$ cat src/rtl/vga_fb_scanout.sv
// vga_fb_scanout: framebuffer pixel fetch and colour stage behind vga_sync_gen.
// Latency: RAM_LAT+2 clocks for colour, o_hs, o_vs and o_de alike.
// Backpressure: none; streams one pixel per clock in the pixel clock domain.
//
// Ports:
//   i_clk, i_rst            pixel clock, synchronous active-high reset
//   i_de, i_hs, i_vs        timing from the sync generator (syncs active low)
//   i_px, i_py              scaled pixel coordinates
//   o_fb_addr, o_fb_rd      framebuffer read address and strobe
//   i_fb_data               read data, valid RAM_LAT clocks after o_fb_rd
//   i_border                border colour {R,G,B}, sampled in the colour stage
//   i_pal_we/idx/rgb        palette write port (PALETTE_EN builds only)
//   o_r, o_g, o_b           4-bit colour outputs
//   o_hs, o_vs, o_de        syncs and display enable, delayed to match colour
//
// Build option: define PALETTE_EN for a 16-entry 12-bit palette lookup;
// without it pixels are expanded as RGB332 and the palette port is ignored.

module vga_fb_scanout #(
    parameter int FB_W_LOG2 = 9,
    parameter int FB_H      = 256,
    parameter int FB_AW     = 17,
    parameter int RAM_LAT   = 1
) (
    input  logic             i_clk,
    input  logic             i_rst,
    input  logic             i_de,
    input  logic             i_hs,
    input  logic             i_vs,
    input  logic [10:0]      i_px,
    input  logic [10:0]      i_py,
    output logic [FB_AW-1:0] o_fb_addr,
    output logic             o_fb_rd,
    input  logic [7:0]       i_fb_data,
    input  logic [11:0]      i_border,
    input  logic             i_pal_we,
    input  logic [3:0]       i_pal_idx,
    input  logic [11:0]      i_pal_rgb,
    output logic [3:0]       o_r,
    output logic [3:0]       o_g,
    output logic [3:0]       o_b,
    output logic             o_hs,
    output logic             o_vs,
    output logic             o_de
);

    // Total latency; the output registers form the last stage, so the
    // side-band delay line itself is one entry shorter.
    localparam int LAT = RAM_LAT + 2;
    localparam int DL  = LAT - 1;

    // Compare limits widened by one bit so a 2048-pixel-wide buffer still fits.
    localparam logic [11:0] PX_LIM = 12'(1 << FB_W_LOG2);
    localparam logic [11:0] PY_LIM = 12'(FB_H);

    logic             in_bounds;
    logic [FB_AW-1:0] fb_addr_q, fb_addr_d;
    logic             fb_rd_q, fb_rd_d;

    // Side-band delay line; bit 0 is newest, bit DL-1 lines up with RAM data.
    logic [DL-1:0]    de_q, de_d;
    logic [DL-1:0]    hs_q, hs_d;
    logic [DL-1:0]    vs_q, vs_d;
    logic [DL-1:0]    inb_q, inb_d;

    logic [11:0]      pix_rgb;
    logic [11:0]      rgb_q, rgb_d;
    logic             de_o_q, de_o_d;
    logic             hs_o_q, hs_o_d;
    logic             vs_o_q, vs_o_d;

    // ------------------------------------------------------------------
    // Pixel colour from RAM data
    // ------------------------------------------------------------------
`ifdef PALETTE_EN
    logic [11:0] pal_q [16];

    // Reset loads a grey ramp. A write lands at the clock edge, so a lookup
    // registered at that same edge still sees the old entry.
    always_ff @(posedge i_clk) begin
        if (i_rst) begin
            for (int i = 0; i < 16; i++) begin
                pal_q[i] <= {3{4'(i)}};
            end
        end else if (i_pal_we) begin
            pal_q[i_pal_idx] <= i_pal_rgb;
        end
    end

    assign pix_rgb = pal_q[i_fb_data[3:0]];

    // Upper nibble carries no colour information with a 16-entry palette.
    logic unused_data_hi;
    assign unused_data_hi = ^i_fb_data[7:4];
`else
    // RGB332 expansion: replicate MSBs so full scale maps to 4'hF.
    assign pix_rgb = {i_fb_data[7:5], i_fb_data[7],
                      i_fb_data[4:2], i_fb_data[4],
                      i_fb_data[1:0], i_fb_data[1:0]};

    logic unused_pal;
    assign unused_pal = ^{i_pal_we, i_pal_idx, i_pal_rgb};
`endif

    // ------------------------------------------------------------------
    // Next-state logic
    // ------------------------------------------------------------------
    always_comb begin
        in_bounds = ({1'b0, i_px} < PX_LIM) && ({1'b0, i_py} < PY_LIM);

        // Address only moves on a real fetch; otherwise it holds so the RAM
        // address bus stays quiet through blanking and border.
        fb_rd_d   = i_de & in_bounds;
        fb_addr_d = fb_addr_q;
        if (fb_rd_d) begin
            fb_addr_d = FB_AW'({i_py, i_px[FB_W_LOG2-1:0]});
        end

        de_d  = {de_q[DL-2:0],  i_de};
        hs_d  = {hs_q[DL-2:0],  i_hs};
        vs_d  = {vs_q[DL-2:0],  i_vs};
        inb_d = {inb_q[DL-2:0], in_bounds};

        de_o_d = de_q[DL-1];
        hs_o_d = hs_q[DL-1];
        vs_o_d = vs_q[DL-1];

        // RAM data is only looked at for a delayed in-bounds, enabled slot.
        // Because reset clears the delay line to de=0, data still in flight
        // from before a reset is dropped here.
        rgb_d = '0;
        if (de_q[DL-1]) begin
            if (inb_q[DL-1]) begin
                rgb_d = pix_rgb;
            end else begin
                rgb_d = i_border;
            end
        end
    end

    // ------------------------------------------------------------------
    // State registers
    // ------------------------------------------------------------------
    always_ff @(posedge i_clk) begin
        if (i_rst) begin
            fb_addr_q <= '0;
            fb_rd_q   <= 1'b0;
            de_q      <= '0;
            hs_q      <= '1;
            vs_q      <= '1;
            inb_q     <= '0;
            rgb_q     <= '0;
            de_o_q    <= 1'b0;
            hs_o_q    <= 1'b1;
            vs_o_q    <= 1'b1;
        end else begin
            fb_addr_q <= fb_addr_d;
            fb_rd_q   <= fb_rd_d;
            de_q      <= de_d;
            hs_q      <= hs_d;
            vs_q      <= vs_d;
            inb_q     <= inb_d;
            rgb_q     <= rgb_d;
            de_o_q    <= de_o_d;
            hs_o_q    <= hs_o_d;
            vs_o_q    <= vs_o_d;
        end
    end

    assign o_fb_addr = fb_addr_q;
    assign o_fb_rd   = fb_rd_q;
    assign o_r       = rgb_q[11:8];
    assign o_g       = rgb_q[7:4];
    assign o_b       = rgb_q[3:0];
    assign o_de      = de_o_q;
    assign o_hs      = hs_o_q;
    assign o_vs      = vs_o_q;

endmodule

$ cat config.mk
export PLATFORM = sky130hd
export DESIGN_NAME = vga_fb_scanout
export DESIGN_NICKNAME = d
export VERILOG_FILES = /design/src/rtl/vga_fb_scanout.sv
export SDC_FILE = /design/constraint.sdc
export NUM_CORES = 1
export LEC_CHECK = 0
export CAP_MARGIN = 20
export CORE_MARGIN = 2
export CORE_UTILIZATION = 36
export DETAILED_ROUTE_END_ITERATION = 16
export PLACE_DENSITY = 0.79
export RECOVER_POWER = 50
export SLEW_MARGIN = 20
export SYNTH_ARGS = -nofsm -noshare
export SYNTH_HDL_FRONTEND = slang
export SYNTH_SLANG_ARGS = --single-unit
$ cat constraint.sdc
create_clock -name i_clk -period 1.44 [get_ports i_clk]
set_input_delay 0.288 -clock i_clk [delete_from_list [all_inputs] [get_ports i_clk]]
set_output_delay 0.288 -clock i_clk [all_outputs]
set_load 0.005 [all_outputs]
==> flow_metrics.py <==
metrics = {
    "grt": {
        "grt_use_total_pct": 13.0,
        "antenna_found_initial": 0,
        "grt_start_max_net_pins": 25,
        "grt_pass1_vias": 1131,
        "grt_overflow": 0,
        "grt_pass1_wl_um": 4980,
    },
    "setup_path": {
        "end_kind": "primary output",
        "path_class": "reg2out",
        "worstPathCellList": "clkdlybuf4s50_1",
        "path_buf_inv": 1,
        "critPathTopFamily": "buffers and inverters",
        "cpMaxStageDelayCell": "clkdlybuf4s50_1",
        "required_ns": 1.15,
        "start_kind": "flip-flop",
        "r2r_slack_ns": 0.32,
        "critPathMaxFanout": 1,
        "slowest_delay_ns": 0.51,
        "crit_arrival_ns": 1.11,
    },
    "logic_synthesis": {
        "syn_inst": 145,
        "syn_area_um2": 1520,
        "ys_seq_area_share_pct": 53.9,
        "synth-warning-count": 0,
        "yosys.area.top_type_share_pct": 53.9,
        "yosys-top-cells-area": "dfxtp_1 (54%), nand2b_1 (18%), mux2i_1 (14%)",
        "avgSynthCellArea_um2": 10.5,
        "synth-seq-cells": 41,
        "synthesis.nets": 209,
        "ys_types": 16,
        "yosys.area.top_type": "dfxtp_1",
    },
    "cells_and_area": {
        "seqCellArea_um2": 826,
        "multi_input_area_um2": 641,
        "finalCoreUtilization_pct": 61.7,
        "final_net_count": 294,
        "antenna_cells": 0,
        "n_fill_cell": 355,
        "layout-drive-gt1-share_pct": 10.9,
        "areaGrowthSynthToFinish_pct": 63.5,
    },
    "place": {
        "place_worst_setup_slack_ns": -0.168,
        "port_buffers": 79,
        "place_hpwl_um": 2190,
        "gp_congestion": 0.731,
    },
    "floorplanning": {
        "coreArea_um2": 4030,
        "die_h_um": 69.0,
        "start_util_pct": 37.8,
        "num_io_pins": 97,
        "die-area_um2": 4760,
        "num_rows": 23,
        "fp.dieW_um": 69.0,
    },
    "clock_network": {
        "cts_resized": 1,
        "cts_hold_buffers": 0,
        "cts_sinks": 41,
        "post_cts_buffers": 0,
        "cts_tree": "built",
        "numCtsBuffers": 5,
        "htree_levels": 2,
        "clk-insertion-delay-late_ns": 0.28,
        "path_clk_slew_ns": 0.07,
        "cts-root-buf": "clkbuf_8",
        "clk_path_buf_depth": 2,
    },
    "hold_path": {
        "holdCritPathClass": "reg2reg",
    },
    "detailed_routing": {
        "remaining_drc_errors": 0,
        "ant_nets": 0,
        "wire_per_inst_um": 10.9,
        "dr.pass1.iters": 2,
        "drtIter0Drc": 67,
        "drt_wl_total_um": 3060,
        "routed-via-count": 1215,
        "routed_via_density": 4.34,
    },
    "sta": {
        "setup_viol": 0,
        "max_slew.worst_pin.slew_ns": 0.582,
        "relSlewSlack_pct": 61.2,
        "hold_viol": 0,
        "finalClockSkew_ns": 0.00182,
        "period_minus_slack_ns": 1.40,
        "fmax_ghz": 0.716,
        "slew_viol_final": 0,
        "period_share_pct": 97.0,
        "rsz0062_at_grt": "false",
        "fin_ws_ns": 0.0426,
    },
    "outcome": {
        "status": "complete, no violations",
    },
    "job": {
        "cap_violations": 0,
    },
    "power_and_ir_drop": {
        "power_density_nw_per_um2": 906,
        "ir_drop_v": 0.000470,
        "leakagePower_uw": 0.000930,
    },
}
==> placed cells by master, fill, tap and decap left out, drive strengths merged <==
master,n
nand2b,43
mux2i,21
or2,6
buf,5
clkdlybuf4s25,11
dfxtp,41
a21oi,8
nor2b,3
nand2,5
dlygate4sd2,1
clkdlybuf4s50,65
bufinv,1
dlymetal6s2s,1
nor3,1
inv,1
and3,2
dlygate4sd3,1
nor2,6
clkinv,1
clkbuf,7
==> per-stage QoR <==
step           power (uW)  hold slack (ns)  cell area, um2  TNS (ns)  std cells
2_1_floorplan        1250            0.367            1520         0        145
3_3_place_gp         1420            0.392            2400     -2.26        273
3_5_place_dp         1420            0.393            2400     -2.55        273
4_1_cts              2290            0.411            2500         0        280
5_1_grt              2360            0.433            2490         0        280
6_report             2250            0.409            2490         0        280
==> layout make-up <==
class / count / area share [%]
clock buffers: 5 / 2.77
multi-input cells: 95 / 25.8
well taps: 50 / 2.52
inverters: 1 / 0.151
repair buffers: 86 / 34.2
clock inverters: 2 / 1.41
flip-flops and latches: 41 / 33.2
==> synthesized netlist by cell type <==
cell / count
nor2_1: 6
clkbuf_1: 4
nand2_1: 5
inv_1: 1
dfxtp_1: 41
buf_2: 2
and3_2: 1
buf_6: 1
mux2i_1: 21
and3_1: 1
buf_12: 1
nor2b_1: 3
nor3_2: 1
nand2b_1: 43
or2_2: 6
a21oi_1: 8
==> final timing paths <==
path,startpoint,endpoint,cells after the start
setup / recovery,rgb_q[8],o_r[0],1
hold / removal,hs_q[0],hs_q[1],1
setup reg to reg,inb_q[1],rgb_q[10],2
hold reg to reg,hs_q[0],hs_q[1],1
==> state kept, by name, indices dropped and copies added, names as in the netlist <==
register	cells
inb_q	2
hs_q	2
rgb_q	12
o_vs	1
o_fb_rd	1
o_hs	1
vs_q	2
de_q	2
o_fb_addr	17
o_de	1
==> power breakdown <==
part | internal (uW) | switching [uW] | total (uW)
sequential | 1150 | 5.49 | 1160
clock | 503 | 363 | 867
combinational | 170 | 58.1 | 228
total | 1830 | 427 | 2250
==> routing by layer <==
layer / up-vias / GRT usage (%) / part of all wire (%)
li1: 629 / - / -
met1: 528 / 14.8 / 44
met2: 54 / 20.7 / 45
met3: 4 / 6.58 / 10
met4: 0 / 5.23 / 1.1
met5: - / 0 / 0
==> cells by family (layout without fill, tap and decap cells) <==
logic type      after synthesis  in the layout  share of synthesized area, %
simple gates                 66             66                          25.7
mux                          21             21                          13.8
buf+inv                       9             94                          3.95
flops                        41             41                          53.9
compound gates                8              8                          2.63
Power figures use the tool's default switching activity.
